===== config.mk =====
export PLATFORM = sky130hd
export DESIGN_NAME = fir_coef_ctrl
export DESIGN_NICKNAME = d
export VERILOG_FILES = /design/src/rtl/fir_pkg.sv /design/src/rtl/fir_coef_bank.sv /design/src/rtl/fir_coef_ctrl.sv
export SDC_FILE = /design/constraint.sdc
export NUM_CORES = 1
export LEC_CHECK = 0
export CAP_MARGIN = 25
export CORE_MARGIN = 2
export CORE_UTILIZATION = 55
export DETAILED_ROUTE_END_ITERATION = 16
export DONT_BUFFER_PORTS = 1
export PLACE_DENSITY = 0.66
export SLEW_MARGIN = 20
export SYNTH_ARGS = -nofsm -noshare
export SYNTH_HDL_FRONTEND = slang
export SYNTH_HIERARCHICAL = 1
export SYNTH_SLANG_ARGS = --single-unit

===== constraint.sdc =====
create_clock -name clk -period 4.9 [get_ports clk]
set_input_delay 1.47 -clock clk [delete_from_list [all_inputs] [get_ports clk]]
set_output_delay 1.47 -clock clk [all_outputs]
set_load 0.01 [all_outputs]

===== src/rtl/fir_pkg.sv =====
// Shared definitions for the fir block and its coefficient controller.
// Default sizes, controller state encoding and a counter-width helper.
package fir_pkg;

    localparam int BITWIDTH_DEF = 16;
    localparam int N_DEF        = 16;

    typedef enum logic [1:0] {
        IDLE = 2'd0,
        LOAD = 2'd1,
        PEND = 2'd2
    } state_t;

    function automatic int clog2(input int v);
        int r;
        r = 0;
        while ((1 << r) < v) r++;
        return (r == 0) ? 1 : r;
    endfunction

endpackage


===== src/rtl/fir_coef_bank.sv =====
// N x BITWIDTH coefficient register bank.
// Single-word write port, bulk copy-in (wins over the write port), flat output.
module fir_coef_bank
    import fir_pkg::*;
#(
    parameter int BITWIDTH = BITWIDTH_DEF,
    parameter int N        = N_DEF,
    parameter int AW       = clog2(N)
) (
    input  logic                  clk,
    input  logic                  resetn,
    input  logic                  we,
    input  logic [AW-1:0]         addr,
    input  logic [BITWIDTH-1:0]   data,
    input  logic                  copy_en,
    input  logic [BITWIDTH*N-1:0] copy_data,
    output logic [BITWIDTH*N-1:0] flat
);

    logic [BITWIDTH-1:0] mem [N];

    always_ff @(posedge clk or negedge resetn) begin
        if (!resetn) begin
            for (int i = 0; i < N; i++) mem[i] <= '0;
        end else if (copy_en) begin
            for (int i = 0; i < N; i++)
                mem[i] <= copy_data[BITWIDTH*i +: BITWIDTH];
        end else if (we) begin
            mem[addr] <= data;
        end
    end

    for (genvar g = 0; g < N; g++) begin : g_flat
        assign flat[BITWIDTH*g +: BITWIDTH] = mem[g];
    end

endmodule


===== src/rtl/fir_coef_ctrl.sv =====
// Coefficient bank controller: streams a shadow bank, then swaps it into
// the active bank only while the fir sample enable is low.
module fir_coef_ctrl
    import fir_pkg::*;
#(
    parameter int BITWIDTH = BITWIDTH_DEF,
    parameter int N        = N_DEF
) (
    input  logic                  clk,
    input  logic                  resetn,
    input  logic                  load_start,
    input  logic                  coef_valid,
    input  logic [BITWIDTH-1:0]   coef_data,
    input  logic                  coef_last,
    output logic                  coef_ready,
    input  logic                  fir_enable,
    output logic [BITWIDTH*N-1:0] coeffs,
    output logic                  busy,
    output logic                  swap_done,
    output logic                  load_err
);

    localparam int AW = clog2(N);
    localparam logic [AW-1:0] LAST_IDX = AW'(N - 1);

    state_t            state_q, state_d;
    logic [AW-1:0]     count_q, count_d;
    logic              accept;
    logic              swap;
    logic              done_d;
    logic              err_d;
    logic [BITWIDTH*N-1:0] shadow_flat;

    always_ff @(posedge clk or negedge resetn) begin
        if (!resetn) begin
            state_q   <= IDLE;
            count_q   <= '0;
            swap_done <= 1'b0;
            load_err  <= 1'b0;
        end else begin
            state_q   <= state_d;
            count_q   <= count_d;
            swap_done <= done_d;
            load_err  <= err_d;
        end
    end

    always_comb begin
        state_d    = state_q;
        count_d    = count_q;
        coef_ready = 1'b0;
        accept     = 1'b0;
        swap       = 1'b0;
        done_d     = 1'b0;
        err_d      = 1'b0;
        unique case (state_q)
            IDLE: begin
                if (load_start) begin
                    state_d = LOAD;
                    count_d = '0;
                end
            end
            LOAD: begin
                coef_ready = !load_start;
                accept     = coef_valid && !load_start;
                if (load_start) begin
                    count_d = '0;
                end else if (accept) begin
                    count_d = count_q + AW'(1);
                    // A bank is framed correctly only when last and index N-1 coincide
                    if (coef_last && count_q == LAST_IDX) begin
                        state_d = PEND;
                    end else if (coef_last || count_q == LAST_IDX) begin
                        err_d   = 1'b1;
                        state_d = IDLE;
                    end
                end
            end
            PEND: begin
                if (load_start) begin
                    state_d = LOAD;
                    count_d = '0;
                end else if (!fir_enable) begin
                    swap    = 1'b1;
                    done_d  = 1'b1;
                    state_d = IDLE;
                end
            end
            default: begin
                state_d = IDLE;
            end
        endcase
    end

    assign busy = (state_q != IDLE);

    fir_coef_bank #(
        .BITWIDTH (BITWIDTH),
        .N        (N),
        .AW       (AW)
    ) u_shadow (
        .clk       (clk),
        .resetn    (resetn),
        .we        (accept),
        .addr      (count_q),
        .data      (coef_data),
        .copy_en   (1'b0),
        .copy_data ('0),
        .flat      (shadow_flat)
    );

    fir_coef_bank #(
        .BITWIDTH (BITWIDTH),
        .N        (N),
        .AW       (AW)
    ) u_active (
        .clk       (clk),
        .resetn    (resetn),
        .we        (1'b0),
        .addr      ('0),
        .data      ('0),
        .copy_en   (swap),
        .copy_data (shadow_flat),
        .flat      (coeffs)
    );

endmodule


# Word-level counts from Yosys, hierarchy flattened
# Index checks and enable logic that the tools add are counted.
[op_classes]
add_sub_neg = 1
order_cmp = 2
eq_ne = 10
n_mux = 25
bitwise_logic = 1
reduce_logical = 11
[ops]
columns = ["cell", "n"]
rows = [
  ["256-bit bitwise mux", 1],
  ["16-bit demux with 4-bit select", 1],
  ["16-bit two-way mux", 1],
  ["2-bit two-way mux", 7],
  ["4-bit two-way mux", 3],
  ["1-bit two-way mux", 10],
  ["3-bit inequality test, second input constant", 3],
  ["4-bit one-hot mux with 2 select lines", 1],
  ["2-bit inequality test, second input constant", 3],
  ["2-bit one-hot mux with 3 select lines", 1],
  ["5-bit >= comparator, second input constant", 1],
  ["5-bit by 1-bit < comparator with 1-bit output, second input constant", 1],
  ["4-bit NOT with 5-bit output", 1],
  ["5-bit AND reduction", 1],
  ["4-bit by 1-bit adder with 4-bit output, second input constant", 1],
  ["4-bit == test, second input constant", 1],
  ["2-bit nonzero test", 2],
  ["1-bit logical AND", 3],
  ["3-bit AND reduction", 1],
  ["2-bit by 1-bit == test with 1-bit output, second input constant", 1],
  ["2-bit == test, second input constant", 1],
  ["2-bit zero test", 1],
  ["2-bit by 1-bit inequality test with 1-bit output, second input constant", 1],
  ["2-bit OR reduction", 1],
  ["2 further kinds", 2],
]
[totals]
reg_bits = 520
inputBits = 22
output_inout_bits = 260
word_cells = 86

# Longest topological paths before layout
[depth]
depth_word = 7
mapped_depth = 9
ltp_nobuf = 6

# Hierarchy
# The synthesis kept the hierarchy.
[by_module_without_submodules]
columns = ["module", "n_inst", "cells_per_inst", "area_per_inst_um2", "seq_area_each_um2"]
rows = [
  ["fir_coef_bank", 2, 1497, 13177.6, 6406.1],
  ["fir_coef_ctrl", 1, 47, 452.9, 200.2],
]

# Least setup slack after synthesis
# No wires, ideal clock.
[synth_path]
kind = "in2out"
startpoint = "in load_start"
endpoint = "out coef_ready"
arrival_ns = 1.779
t_required_ns = 3.430
setup_slack_ns = 1.651
path_stages = 1
path_buffers = 0
cell_sequence = "nor3b_1"
[synth_via]
elab_chain_len = 2
[synth_lines]
columns = ["element", "line_no", "source"]
rows = [
  ["start: declaration", "fir_coef_ctrl.sv:11", "input logic load_start,"],
  ["1-bit zero test", "fir_coef_ctrl.sv:64", "coef_ready = !load_start;"],
  ["1-bit two-way mux", "fir_coef_ctrl.sv:56", "unique case (state_q)"],
  ["end: declaration", "fir_coef_ctrl.sv:15", "output logic coef_ready,"],
]
# No other way between the ends.

# Worst setup path in the final report
# Same ends and word-level chain as after synthesis.

==> summary.md <==
| Metric | Value |
|---|---|
| Status | finished with violations |
| Failing checks | slew limit |
| Crit path required time | 3.43 ns |
| Endpoints failing setup | 0 |
| Vias in the first global route | 22,326 |
| DIE HEIGHT | 224.8 µm |
| Setup bufs post-CTS | 0 |
| Initial antenna violation count | 0 |
| Crit path DAT | 1.81 ns |
| Mean post-synth cell area | 8.816 µm² |
| Initial Util | 55.91% |
| Clock Pin Slew Worst Setup and Hold Paths | 0.06 ns |
| Root Driver | clkbuf_16 |
| Sequential Area | 0.01301 mm² |
| Placed cell area | 0.02718 mm² |
| Rows | 80 |
| Post-DP HPWL | 50,180 µm |
| Clock tree buffer depth | 3 |
| Synth top area cells | dfrtp_1 49%, nor2b_1 12%, a31oi_1 12% |
| Synthesized instance count | 3,041 |
| Asr flop ratio synth | 100.0% |
| DRT antenna net count | 0 |
| Largest fanout on the critical path | 7 |
| Critical-path cell list | nor3b_1 |
| TritonCTS clock tree | built |
| Nets@finish | 3,025 |
| Max-slew violation count | 408 |
| Crit. Startpoint | load_start |
| Sink Count | 520 |
| Post-Route WL | 96,760 µm |
| Slowest CP cell | nor3b_1 |
| Largest net degree at the start of global routing | 521 |
| Area grow syn2layout | 7.846% |
| Peak VDD IR | 239.7 µV |
| Core Area | 0.04795 mm² |
| Gpl congestion | 0.7990 |
| Fill cells | 4,199 |
| Gr usage total | 37.45% |
| Die ar. | 0.05052 mm² |
| Max-cap viol count | 0 |
| Cell family with most CP delay | simple AND/OR/NAND/NOR gates |
| Hold_sp | u_shadow/flat[118] |
| Placed cells | 3,557 |
| CTS hold repair buffers | 0 |
| Yosys top cell area share | 48.54% |
| Skew final | 0.01091 ns |
| First-pass GRT wire length | 143,500 µm |
| Worst hold path class | flop to flop |
| Peak Freq | 0.3053 GHz |
| Final instance area | 0.02891 mm² |
| Post-synth EDFFs | 0 |
| Io pins | 282 |
| CP peak stage delay | 0.34 ns |
| Final hold violation count | 0 |
| CP Launch Type | input port |
| Reg2reg start | state_q[1] |
| Detailed Route Iter0 Violations | 3,252 |
| DR DRC count | 0 |
| Final period utilization | 66.85% |
| Die Span X | 224.8 µm |
| Layout cell share with drive strength beyond 1 | 4.079% |
| Crit path capture type | primary output |
| Area leader, netlist | dfrtp_1 |
| Sequential fraction of the synthesis area | 48.54% |
| # port buffers | 0 |
| Area of the multi-input gates | 0.01307 mm² |
| Post-synth top flop | dfrtp_1 |
| WL/cell | 26.47 µm |
| Syn. warnings | 6 |
| Gr ovfl total | 0 |
| Synth unique cells | 35 |
| Top post-synthesis cells by count | 520 x dfrtp_1, 517 x nor2b_1, 514 x a21oi_1 |
| Synthesized area | 0.02681 mm² |
| Slew at the pin with the worst max-slew slack | 2.301 ns |
| Synth Register Bits | 520 |
| Vias | 24,034 |
| Post-Layout Cell Count | 3,655 |
| Slew Limit Headroom | -53.37% |
| Detailed Routing Iterations Pass 1 | 6 |
| Post_cts resized | 0 |
| Clock Latency Late Sink | 0.62 ns |
| Worst path bufs/invs | 0 |
| Unrepaired setup endpoints after global routing | no |
| # diodes | 0 |
| Tmin final | 3.276 ns |
| Leak | 0.01173 µW |
| Cts bufs inserted | 55 |
| Count leader, synth | dfrtp_1 |
| Fin util | 60.30% |
| H-tree depth | 2 |
| Cell Pwr Density | 378.9 mW/mm² |
| Via/cell ratio | 6.576 |
| Crit path kind | input port to primary output |
| Setup_tns | 0 ns |
[power by group]
group	switching, µW	total, µW	internal [µW]
clock	1770	4090	2320
sequential	754	5680	4930
combinational	760	1190	430
[metrics by stage]
stage                     worst slack [ns]  total power (µW)  hold slack (ns)
after CTS                            1.621             10810           0.5201
final                                1.624             10960           0.5192
after floorplan                      1.651              6451           0.4876
after global routing                 1.590             11360           0.5242
after global placement               1.267              6697           0.4963
after detailed placement             1.193              6757           0.5087
[sequential cells by signal, summed over array words and instances (netlist names)]
name,count
count_q,4
load_err,1
state_q,2
swap_done,1
u_active/flat,256
u_shadow/flat,256
[metal layers]
metal  vias to the layer above  part of all wire, %  track usage (%)
met5                         -                    0                0
met4                         0                  4.5            15.57
met3                       224                   11            9.954
met2                      1344                   45            56.57
met1                     11871                   40            51.29
li1                      10595                    -                -
[final timing paths]
| check | to | slack, ns | cells after the start |
|---|---|---|---|
| setup reg to reg | u_shadow/flat[113] | 2.08 | 7 |
| min in group asynchronous | u_active/flat[198] | 0.54 | 0 |
| setup / recovery | coef_ready | 1.62 | 1 |
| max in group asynchronous | u_active/flat[105] | 2.54 | 0 |
| hold / removal | u_active/flat[118] | 0.52 | 2 |
| hold reg to reg | u_active/flat[118] | 0.52 | 2 |
[kinds of logic (layout without fill, tap and decap cells)]
kind of cell    after synthesis  count (layout)  share of synthesized area, %
flops                       520             520                         48.54
fa+ha+maj                     3               3                        0.1400
buf+inv                     407             129                         6.777
compound gates             1545            1545                         31.32
xor+xnor                      1               1                       0.03268
other cells                   1             278                       0.01399
simple gates                564             564                         13.18
[layout make-up]
type / instances / area share, %
Multi-Input combinational cell: 2391 / 45.22
Clock buffer: 90 / 5.812
Timing Repair Buffer: 28 / 1.125
Clock inverter: 7 / 0.1212
Tap cell: 615 / 2.662
Sequential cell: 520 / 45.01
Inverter: 4 / 0.05193
[placed cells by master (no fill, tap or decap), drive strengths merged]
cell type	Yosys	routed
ha	3	3
and2	3	3
nor2b	517	517
o311ai	1	1
nor3b	5	5
or3b	3	3
a21oi	514	514
and3	3	3
clkinv	0	7
clkbuf	222	90
a32oi	1	1
or2b	1	1
or2	3	3
nor2	3	3
and3b	4	4
nand3	5	5
xor2	1	1
o21ai	515	515
a31oi	512	512
dfrtp	520	520
conb	1	278
inv	4	4
nand2b	4	4
nand2	8	8
nand3b	5	5
buf	181	28
a22o	1	1
a32o	1	1
Note: power is estimated with default switching activity, not from simulation.
